[config.mk]
export PLATFORM = sky130hd
export DESIGN_NAME = bvh_traverse_ctrl
export DESIGN_NICKNAME = d
export VERILOG_FILES = /design/src/rtl/bvh_traverse_ctrl.sv
export SDC_FILE = /design/constraint.sdc
export NUM_CORES = 1
export LEC_CHECK = 0
export BUFFER_PORTS_ARGS = -buffer_cell sky130_fd_sc_hd__buf_2
export CAP_MARGIN = 10
export CORE_AREA = 3 3 324 326
export CTS_CLUSTER_DIAMETER = 50
export CTS_CLUSTER_SIZE = 24
export DETAILED_ROUTE_END_ITERATION = 12
export DIE_AREA = 0 0 327 329
export PLACE_DENSITY = 0.43
export SLEW_MARGIN = 20
export SYNTH_ARGS = -nofsm -noshare
export SYNTH_HDL_FRONTEND = slang
export SYNTH_SLANG_ARGS = --single-unit
[constraint.sdc]
create_clock -name clk -period 2.8 [get_ports clk]
set_input_delay 0.56 -clock clk [delete_from_list [all_inputs] [get_ports clk]]
set_output_delay 0.56 -clock clk [all_outputs]
set_load 0.03 [all_outputs]
[src/rtl/bvh_traverse_ctrl.sv]
// BVH traversal controller: walks one ray depth-first through node memory and emits hit leaves.
// Optional BVH_STATS_EN adds o_nodes_visited (saturating count of box tests for the current ray).
module bvh_traverse_ctrl #(
  parameter int unsigned NODE_AW     = 12,
  parameter int unsigned STACK_DEPTH = 8,
  parameter int unsigned ROOT_IDX    = 0
) (
  input  logic               clk,
  input  logic               reset,
  input  logic               i_ray_valid,
  output logic               o_ray_ready,
  input  logic [191:0]       i_ray,
  output logic               o_node_rd,
  output logic [NODE_AW-1:0] o_node_addr,
  input  logic               i_node_rvalid,
  input  logic [191:0]       i_node_bbox,
  input  logic               i_node_leaf,
  input  logic [NODE_AW-1:0] i_node_left,
  input  logic [NODE_AW-1:0] i_node_right,
  output logic [191:0]       o_rib_ray,
  output logic [191:0]       o_rib_bbox,
  input  logic               i_rib_intersects,
  output logic               o_leaf_valid,
  input  logic               i_leaf_ready,
  output logic [NODE_AW-1:0] o_leaf_tri_base,
  output logic [NODE_AW-1:0] o_leaf_tri_cnt,
  output logic               o_done,
  output logic               o_overflow
`ifdef BVH_STATS_EN
  ,
  output logic [15:0]        o_nodes_visited
`endif
);

  localparam int unsigned VEC_W = 192;
  localparam int unsigned SP_W  = $clog2(STACK_DEPTH) + 1;
  localparam int unsigned SI_W  = (STACK_DEPTH > 1) ? $clog2(STACK_DEPTH) : 1;
  localparam int unsigned SLOTS = 1 << SI_W;

  typedef enum logic [2:0] {
    S_IDLE, S_FETCH, S_WAIT, S_TEST, S_EMIT, S_POP, S_DONE
  } state_t;

  state_t state, state_nx;

  logic [NODE_AW-1:0] cur_idx, cur_idx_nx;
  logic               node_leaf, node_leaf_nx;
  logic [NODE_AW-1:0] node_left, node_left_nx;
  logic [NODE_AW-1:0] node_right, node_right_nx;
  logic [SP_W-1:0]    sp, sp_nx;
  logic               push_en;
  logic [NODE_AW-1:0] stack [SLOTS];
  logic [NODE_AW-1:0] stack_top;
  logic               stack_empty, stack_full, accept;

  logic               ray_ready_nx, node_rd_nx, leaf_valid_nx, done_nx, overflow_nx;
  logic [NODE_AW-1:0] node_addr_nx, tri_base_nx, tri_cnt_nx;
  logic [VEC_W-1:0]   rib_ray_nx, rib_bbox_nx;

  assign accept      = i_ray_valid && o_ray_ready;
  assign stack_empty = (sp == '0);
  assign stack_full  = (sp == SP_W'(STACK_DEPTH));
  assign stack_top   = stack[SI_W'(sp - SP_W'(1))];

  // State register
  always_ff @(posedge clk) begin
    if (reset) state <= S_IDLE;
    else       state <= state_nx;
  end

  // Next-state logic
  always_comb begin
    state_nx = state;
    case (state)
      S_IDLE:  if (accept) state_nx = S_FETCH;
      S_FETCH: state_nx = S_WAIT;
      S_WAIT:  if (i_node_rvalid) state_nx = S_TEST;
      S_TEST: begin
        if (!i_rib_intersects) state_nx = S_POP;
        else if (node_leaf)    state_nx = S_EMIT;
        else                   state_nx = S_FETCH;
      end
      S_EMIT:  if (o_leaf_valid && i_leaf_ready) state_nx = S_POP;
      S_POP:   state_nx = stack_empty ? S_DONE : S_FETCH;
      S_DONE:  state_nx = S_IDLE;
      default: state_nx = S_IDLE;
    endcase
  end

  // Datapath and registered-output next values
  always_comb begin
    cur_idx_nx    = cur_idx;
    node_leaf_nx  = node_leaf;
    node_left_nx  = node_left;
    node_right_nx = node_right;
    sp_nx         = sp;
    push_en       = 1'b0;
    overflow_nx   = o_overflow;
    rib_ray_nx    = o_rib_ray;
    rib_bbox_nx   = o_rib_bbox;
    tri_base_nx   = o_leaf_tri_base;
    tri_cnt_nx    = o_leaf_tri_cnt;
    case (state)
      S_IDLE: begin
        if (accept) begin
          rib_ray_nx  = i_ray;
          overflow_nx = 1'b0;
          cur_idx_nx  = NODE_AW'(ROOT_IDX);
        end
      end
      S_WAIT: begin
        if (i_node_rvalid) begin
          rib_bbox_nx   = i_node_bbox;
          node_leaf_nx  = i_node_leaf;
          node_left_nx  = i_node_left;
          node_right_nx = i_node_right;
        end
      end
      S_TEST: begin
        if (i_rib_intersects && node_leaf) begin
          tri_base_nx = node_left;
          tri_cnt_nx  = node_right;
        end else if (i_rib_intersects) begin
          // A full stack loses the right subtree but the left descent continues.
          if (stack_full) begin
            overflow_nx = 1'b1;
          end else begin
            push_en = 1'b1;
            sp_nx   = sp + SP_W'(1);
          end
          cur_idx_nx = node_left;
        end
      end
      S_POP: begin
        if (!stack_empty) begin
          cur_idx_nx = stack_top;
          sp_nx      = sp - SP_W'(1);
        end
      end
      default: ;
    endcase
    ray_ready_nx  = (state_nx == S_IDLE);
    node_rd_nx    = (state_nx == S_FETCH);
    leaf_valid_nx = (state_nx == S_EMIT);
    done_nx       = (state_nx == S_DONE);
    node_addr_nx  = (state_nx == S_FETCH) ? cur_idx_nx : o_node_addr;
  end

  always_ff @(posedge clk) begin
    if (reset) begin
      o_ray_ready     <= 1'b1;
      o_node_rd       <= 1'b0;
      o_node_addr     <= '0;
      o_rib_ray       <= '0;
      o_rib_bbox      <= '0;
      o_leaf_valid    <= 1'b0;
      o_leaf_tri_base <= '0;
      o_leaf_tri_cnt  <= '0;
      o_done          <= 1'b0;
      o_overflow      <= 1'b0;
      cur_idx         <= NODE_AW'(ROOT_IDX);
      node_leaf       <= 1'b0;
      node_left       <= '0;
      node_right      <= '0;
      sp              <= '0;
    end else begin
      o_ray_ready     <= ray_ready_nx;
      o_node_rd       <= node_rd_nx;
      o_node_addr     <= node_addr_nx;
      o_rib_ray       <= rib_ray_nx;
      o_rib_bbox      <= rib_bbox_nx;
      o_leaf_valid    <= leaf_valid_nx;
      o_leaf_tri_base <= tri_base_nx;
      o_leaf_tri_cnt  <= tri_cnt_nx;
      o_done          <= done_nx;
      o_overflow      <= overflow_nx;
      cur_idx         <= cur_idx_nx;
      node_leaf       <= node_leaf_nx;
      node_left       <= node_left_nx;
      node_right      <= node_right_nx;
      sp              <= sp_nx;
    end
  end

  // Stack storage; entries above the pointer are don't-care, so no reset
  always_ff @(posedge clk) begin
    if (push_en) stack[SI_W'(sp)] <= node_right;
  end

`ifdef BVH_STATS_EN
  logic [15:0] visited_nx;

  always_comb begin
    visited_nx = o_nodes_visited;
    if (accept)                                          visited_nx = '0;
    else if (state == S_TEST && o_nodes_visited != 16'hFFFF) visited_nx = o_nodes_visited + 16'd1;
  end

  always_ff @(posedge clk) begin
    if (reset) o_nodes_visited <= '0;
    else       o_nodes_visited <= visited_nx;
  end
`endif

endmodule
After elaboration in Yosys (flattened, before gate mapping). Memory sizes are Yosys's and may differ from the RTL's. Cells that the tools add are included.

Bits in latches: 0. Bits of input ports: 415. Logic and storage cells: 75. Memory bits (writable): 96. Register bits: 469. Memories: 1. Bits in read-only memories: 0. Output and inout port bits: 425.

Memories: stack (words 8, width 12, read ports 1, clocked after Yosys merged registers in 0, wr ports 1, RTL line 52) `logic [NODE_AW-1:0] stack [SLOTS];`.

Bitwise operators: 0. Shift operators: 0. Equality and inequality tests: 15. Divide/modulo/power cells: 0. Reductions and logical operators: 13. Multipliers: 0. Add/subtract/negate cells: 2. Magnitude comparators: 0. Mux-type cells: 28.

Operator list (count): $mux W12 (4); $pmux W12 S3 (1); $mux W3 (6); $pmux W3 S6 (1); $mux W4 (4); $eq A3 B3 Y1 const B (4); $ne A2 B2 Y1 const B (6); $mux W1 (10); $reduce_and A5 Y1 (2); $pmux W4 S2 (1); $eq A3 B1 Y1 const B (2); $eq A3 B2 Y1 const B (2); $logic_not A3 Y1 (2); $reduce_and A2 Y1 (3); $add A4 B1 Y4 const B (1); $eq A4 B4 Y1 const B (1); $logic_not A4 Y1 (1); $reduce_bool A2 Y1 (2); $sub A4 B1 Y4 const B (1); $logic_and A1 B1 Y1 (3); $pmux W1 S2 (1).

Logic depth before layout (Yosys ltp). Gate-level depths: netlist of the first run.

Depth in word-level cells: 7. Mapped depth: 10. Gate-level depth less buffers: 7.

Worst setup path before layout of the first run. No wires, ideal clock.

Kind: reg2reg. From: register sp[1]. To: memory stack[1][0] (enable). Required time: 2.404 ns. Period minus slack after synthesis: 2.694 ns. Library setup time: 0.396 ns. Buffers on the path: 1. Stages on the path, launching flop included: 9. Arrival time: 2.298 ns. Slack: 0.106 ns. Path through: dfxtp_1 > clkbuf_1 > inv_1 > ha_1 > nand3b_1 > nand3_1 > nor2_1 > nand2_1 > nor3_1.

Word-level cells in the longest chain between the ends: 7.

Ends and longest elaborated chain: start, declared (RTL line 50) `logic [SP_W-1:0] sp, sp_nx;`; start signal, assigned (RTL line 181) `sp <= sp_nx;`; $eq A4 B4 Y1 (RTL line 62) `assign stack_full = (sp == SP_W'(STACK_DEPTH));`; $mux W1 (RTL line 125) `if (stack_full) begin`; $mux W1 (RTL line 123) `end else if (i_rib_intersects) begin`; $mux W1 (RTL line 120) `if (i_rib_intersects && node_leaf) begin`; $mux W1 (RTL line 103) `case (state)`; $mux W1 (RTL line 187) `if (push_en) stack[SI_W'(sp)] <= node_right;`; $mux W1 (not written as such) (RTL line 187); end, declared (RTL line 52).

Several ways; a longest one is shown, not always the timed one.

Worst setup path in the final report of the first run.
From: register sp[1]. To: register o_node_addr[5].

Word-level cells in the longest chain between the ends: 4. Elaborated cells between the ends (all ways): 8. Those cells by class: 1 x add/sub; 1 x eq/ne; 4 x mux; 1 x reduce/logical; 1 x memory.

Ends and longest elaborated chain: $sub A4 B1 Y4 or $logic_not A4 Y1 (tied branches); $mem_v2 Z8 W12 or $mux W3 (tied branches); $mux W12 or $pmux W3 S6 (tied branches) (RTL line 135, 74); $pmux W12 S3 or $eq A3 B1 Y1 (tied branches) (RTL line 103, 146); end signal, assigned (RTL line 169) `o_node_addr <= node_addr_nx;`; end, declared (RTL line 14) `output logic [NODE_AW-1:0] o_node_addr,`.

Several ways; a longest one is shown, not always the timed one. A chain may end at the register's enable or synchronous reset.

==> impl_metrics.json, run 1 <==
{
  "fp.dieArea_um2": 107600,
  "clk_pin_slew_ps": 70,
  "grt_pass1_wl_um": 126100,
  "synth_nets": 2623,
  "io_pins": 840,
  "rsz0062_at_grt": "no",
  "drive_gt1_share_pct": 35.17,
  "grt_antenna_before_repair": 53,
  "fin_tns_setup_ps": 0,
  "core-area_um2": 102000,
  "crit_path_end_kind": "flop",
  "path_cells": "inv_1, ha_2, xnor2_2, buf_4, mux4_2, mux2i_1, a2bb2oi_1, a21oi_1",
  "synth_edf_count": 96,
  "avgSynthCellArea_um2": 8.942,
  "gp_congestion": 0.8380,
  "dp_hpwl_um": 68210,
  "drt_iter0_drc": 1270,
  "setup_viol": 0,
  "yosys.area.top_type_share_pct": 46.38,
  "clk_latency_ps": 650,
  "slowest_stage": "dfxtp_1",
  "clock_skew_ps": 39.30,
  "crit_fanout": 13,
  "grt-ovfl-total": 0,
  "cts_setup_buffers": 0,
  "slowest_delay_ps": 530,
  "worstPathArrival_ps": 3080,
  "clock-sinks": 553,
  "track_usage_pct": 15.73,
  "yosys_warnings": 0,
  "final_cell_mix": "nand2_1 (878), buf_2 (838), dfxtp_1 (457)",
  "tightest_slew_ps": 639.6,
  "vdd.ir_drop.worst_uv": 445.1,
  "cts-root-buf": "clkbuf_16",
  "area_delta_synth_final_pct": 46.16,
  "wl_um": 89250,
  "first_global_vias": 17740,
  "drt-vias-per-instance": 4.124,
  "ys_top_cells_by_area": "dfxtp_1 (46%), nand2_1 (17%), edfxtp_1 (15%), a21oi_1 (11%), clkbuf_1 (1.9%)",
  "wl_per_cell_um": 19.84,
  "start_util_pct": 19.33,
  "fill_cells": 11180,
  "ctsHoldBuffers": 0,
  "period_minus_slack_ps": 2554,
  "drv_cap": 0,
  "synth_top_cell_by_area": "dfxtp_1",
  "antenna_left": 0,
  "worstPathRequired_ps": 3320,
  "async_reset_ff_share_pct": 0,
  "rows": 117,
  "multi_input_area_um2": 7003,
  "grt_max_degree": 89,
  "cts_made_buffers": 83,
  "place_inst": 4319,
  "status": "completed",
  "final_common_cell": "nand2_1",
  "post-route-period-util_pct": 91.20,
  "netlist_area_um2": 19730,
  "holdWs_ps": 133.7,
  "slew-limit-headroom_pct": 57.15,
  "first_pass_iters": 5,
  "min_path_type": "in2reg",
  "cts_max_level": 3,
  "powerDensity_nw_per_um2": 964.3,
  "fmax_mhz": 391.6,
  "final_nets": 3453,
  "fin_cells": 4499,
  "path_class": "reg2reg",
  "cts_tree": "yes",
  "die_w_um": 327,
  "port_buffers": 839,
  "ys_ff_latch": 553,
  "finalHoldViolations": 0,
  "drv_slew": 0,
  "synth_cells": 2206,
  "vias": 18550,
  "leakagePower_nw": 12.13,
  "die-height_um": 329,
  "synth_top_flop_cell": "dfxtp_1",
  "cp-start-kind": "flop",
  "regArea_um2": 12030,
  "yosysSeqAreaShare_pct": 61.00,
  "post_cts_resized": 0,
  "drc": 0,
  "synth_cell_types": 50,
  "clk_path_buf_depth": 3
}
## routing by layer
metal  share of wire [%]  wire length (um)  up-vias  GRT usage, %
met5                0.26               232        -             0
met3                 8.5              7568      148         6.186
met4                 2.5              2223       34         4.409
li1                    -                 -     9034             -
met1                  43             38180     8699         19.80
met2                  46             41040      638         24.98
## sequential cells by signal, indices dropped and copies added, names as in the netlist
name,cells
o_leaf_tri_cnt,12
o_node_addr,12
sp,4
o_node_rd,1
o_overflow,1
stack,96
o_done,1
o_leaf_valid,1
node_leaf,1
node_left,12
o_rib_bbox,192
o_leaf_tri_base,12
state,3
o_rib_ray,192
o_ray_ready,1
node_right,12
## worst paths after layout
check,cells after the start,end,startpoint,slack [ps]
max,8,o_node_addr[5],sp[1],250
min,3,o_rib_bbox[109],i_node_bbox[109],130
max reg2reg,8,o_node_addr[5],sp[1],250
min reg2reg,2,o_rib_ray[6],o_rib_ray[6],450
## Yosys cell counts (2+ instances only)
master     number
nand2_1       878
dfxtp_1       457
a21oi_1       447
clkbuf_1      102
edfxtp_1       96
buf_2          48
mux2i_1        37
nor2_1         20
buf_1          10
mux4_2         10
o21ai_0         9
a22oi_1         6
a31oi_1         6
a32oi_1         6
buf_4           5
nand3_1         5
nand3b_1        5
nor3_1          5
a2bb2oi_1       4
nand2b_1        4
xnor2_1         4
and3_1          3
buf_6           3
inv_1           3
a2111oi_2       2
a211oi_1        2
a211oi_2        2
a21o_1          2
a221oi_1        2
and4bb_1        2
ha_1            2
## layout make-up
type	instances	area share, %
Antenna cell	26	0.2257
Clock buffer	96	7.690
Clock inverter	58	2.608
Inverter	4	0.05208
Multi-Input combinational cell	1480	24.29
Sequential cell	553	41.73
Tap cell	1368	5.937
Timing Repair Buffer	914	17.46
## power by group
part / total (mW) / leakage (nW) / switching, mW / internal (mW)
Combinational: 7.19 / 6.09 / 5.12 / 2.07
Sequential: 9.65 / 4.61 / 0.562 / 9.09
Clock: 11.0 / 1.42 / 4.41 / 6.55
Total: 27.8 / 12.1 / 10.1 / 17.7
## metrics by stage
stage	area (um^2)	power (mW)	util [%]	worst slack, ps
finish	28830	27.80	28.26	246.4
CTS	28770	28.31	28.19	289.7
global route	28780	29.16	28.20	30.56
floorplan	19730	14.17	-	105.9
detailed placement	25800	17.14	25.28	313.3
global placement	25800	17.13	25.28	361.9
## worst max-delay path: cells and delay by family, from the launching register on
kind | cells | cell delay (ps)
buffers and inverters | 2 | 360
multiplexers | 2 | 550
XOR/XNOR | 1 | 510
adder cells (fa/ha/maj) | 1 | 220
flip-flops | 1 | 530
AO/OA/AOI/OAI | 2 | 250
## logic make-up (layout without fill, tap and decap cells)
family	after synthesis	in the layout	share of synthesized area, %
and+or+nand+nor	934	934	18.56
adders and majority gates	2	2	0.1268
xor gates and xnor gates	5	5	0.2601
other	0	26	0
buffers and inverters	173	1072	3.812
AOI/OAI and AO/OA	492	492	13.23
DFF	553	553	61.00
muxes	47	47	3.019
Power figures use the tool's default switching activity.
==> run 2, diff against run 1 <==
- ABC_AREA: not set -> 1
- BUFFER_PORTS_ARGS: -buffer_cell sky130_fd_sc_hd__buf_2 -> -buffer_cell sky130_fd_sc_hd__buf_4
- CORE_AREA: 3 3 324 326 -> 3 3 325 327
- DIE_AREA: 0 0 327 329 -> 0 0 328 330
- PLACE_DENSITY: 0.43 -> 0.45
==> run 2 against run 1 <==
Effect of this change:
- clock power grew 4%
- routed wire length grew 6.5%
- critical path depth shrank 1
- sequential share of layout area shrank 3.1 points
==> impl_metrics.json, run 2 <==
{
  "io_pins": 840,
  "place_area_um2": 28720,
  "final_common_cell": "buf_4",
  "vdd.ir_drop.worst_uv": 552.1,
  "yosys.area.top_type_share_pct": 44.54,
  "final_cell_mix": "buf_4 (877), nor2_1 (869), dfxtp_1 (469)",
  "fmax_mhz": 456.4,
  "powerDensity_nw_per_um2": 850.7,
  "avgSynthCellArea_um2": 8.098,
  "clk_path_buf_depth": 3,
  "clk_pin_slew_ps": 60,
  "drv_slew": 0,
  "track_usage_pct": 16.82,
  "period_minus_slack_ps": 2191,
  "start_util_pct": 20.43,
  "rows": 118,
  "clk_latency_ps": 650,
  "synth_top_cell_by_area": "dfxtp_1",
  "synth_nets": 3020,
  "drt_iter0_drc": 1231,
  "leakagePower_nw": 14.43,
  "first_pass_iters": 5,
  "yosys_warnings": 0,
  "final_nets": 3823,
  "crit_fanout": 18,
  "clock_skew_ps": 29.13,
  "cts_made_buffers": 87,
  "post_cts_resized": 0,
  "drv_cap": 0,
  "clock-sinks": 565,
  "wl_um": 95050,
  "area_delta_synth_final_pct": 50.88,
  "ys_top_cells_by_area": "dfxtp_1 (45%), nor2_1 (15%), edfxtp_1 (14%), o21ai_0 (7.5%), nand2_1 (4.2%)",
  "multi_input_area_um2": 7320,
  "drc": 0,
  "fill_cells": 11110,
  "core-area_um2": 103200,
  "grt-ovfl-total": 0,
  "slew-limit-headroom_pct": 35.80,
  "synth.top_cells.by_count": "nor2_1 (869), dfxtp_1 (469), o21ai_0 (318)",
  "finalHoldViolations": 0,
  "port_buffers": 839,
  "grt_max_degree": 195,
  "worstPathArrival_ps": 2530,
  "ys_ff_latch": 565,
  "cp-start-kind": "flop",
  "hold_depth": 3,
  "worstPathRequired_ps": 3140,
  "yosysSeqAreaShare_pct": 58.21,
  "rsz0062_at_grt": "no",
  "wl_per_cell_um": 19.53,
  "finish.instance_area_um2": 31810,
  "synth_cells": 2603,
  "regArea_um2": 12270,
  "ctsHoldBuffers": 0,
  "grt_pass1_wl_um": 134500,
  "drive_gt1_share_pct": 30.58,
  "min_path_type": "in2reg",
  "cts-root-buf": "clkbuf_16",
  "synth_cell_types": 28,
  "synth_top_flop_cell": "dfxtp_1",
  "drt-vias-per-instance": 4.076,
  "tightest_slew_ps": 962.9,
  "fp.dieArea_um2": 108200,
  "post-route-period-util_pct": 78.26,
  "first_global_vias": 19310,
  "crit_path_end_kind": "flop",
  "reg2reg_depth": 7,
  "synth_edf_count": 96,
  "gp_congestion": 0.8238,
  "die-height_um": 330,
  "cts_tree": "yes",
  "grt_antenna_before_repair": 13,
  "cts_max_level": 3,
  "async_reset_ff_share_pct": 0,
  "die_w_um": 328,
  "vias": 19840,
  "fin_tns_setup_ps": 0,
  "setup_viol": 0,
  "status": "completed",
  "path_class": "reg2reg",
  "antenna_left": 0,
  "cts_setup_buffers": 0,
  "dp_hpwl_um": 70860,
  "synth.most_common_cell": "nor2_1",
  "netlist_area_um2": 21080,
  "reg_top3": "o_rib_bbox (192), o_rib_ray (192), stack (96)"
}
==> run 2: cell types whose count changed in the layout (fill, tap and decap cells not counted), sizes merged, moves of 12 or more <==
cell | previous run | this run
dfxtp | 457 | 469
nand3 | 5 | 112
o21ai | 10 | 428
nor2 | 20 | 874
nand4 | 1 | 13
diode | 26 | 8
nand2 | 878 | 239
a21oi | 447 | 20
inv | 21 | 172
buf | 914 | 888
mux2i | 37 | 0
==> run 2: worst paths after layout <==
kind | end | start | slack, ps
worst max-delay path | stack[2][3] | state[0] | 610
worst min-delay path | o_rib_ray[90] | i_ray[90] | 130
worst max register to register | stack[2][3] | state[0] | 610
worst min register to register | o_overflow | o_overflow | 470
==> run 2: final cells by class <==
type | instances | share of cell area (%)
clock buffer | 102 | 7.309
antenna | 8 | 0.06294
sequential | 565 | 38.58
multi-input combinational | 1710 | 23.01
clock inverter | 60 | 2.337
timing repair buffer | 888 | 21.39
inverter | 154 | 1.873
tap | 1380 | 5.429
==> run 2: worst max-delay path, stage by stage (launching register included) <==
cell,delay (ps)
dfxtp_1,480
nand2_1,140
nor2_4,350
nand2_1,90
nor2_1,230
nand2_1,140
nor2_1,190
buf_4,250
==> run 2: cells by family after synthesis <==
| logic type | count (synthesis) | share of synthesized area, % |
|---|---|---|
| DFF | 565 | 58.21 |
| and+or+nand+nor | 1244 | 23.31 |
| adders and majority gates | 2 | 0.1187 |
| AOI/OAI and AO/OA | 460 | 11.06 |
| xor gates and xnor gates | 4 | 0.1662 |
| buffers and inverters | 328 | 7.128 |
==> run 2: where the power goes <==
part | switching, mW | internal [mW]
Combinational | 3.97 | 2.07
Sequential | 0.518 | 9.15
Clock | 4.35 | 7.01
Total | 8.84 | 18.2
==> run 2: metrics by stage <==
stage          util [%]  power [mW]  worst slack, ps  hold WS, ps  std cells
2_1_floorplan         -       13.17            502.3        443.3       2603
3_3_place_gp      27.83       15.92            640.3        456.6       4697
3_5_place_dp      27.83       15.91            595.1        471.7       4697
4_1_cts           30.80       27.49            574.4        58.84       4859
5_1_grt           30.81       28.32            390.1        85.18       4862
6_report          30.82       27.06            608.7        126.9       4867
==> run 2: metal layers <==
layer,track usage (%),up-vias,share of wire (%)
met5,0,-,0.059
met1,19.59,9166,40
met4,6.197,8,2.8
met2,27.57,584,48
li1,-,9963,-
met3,7.058,116,9.3
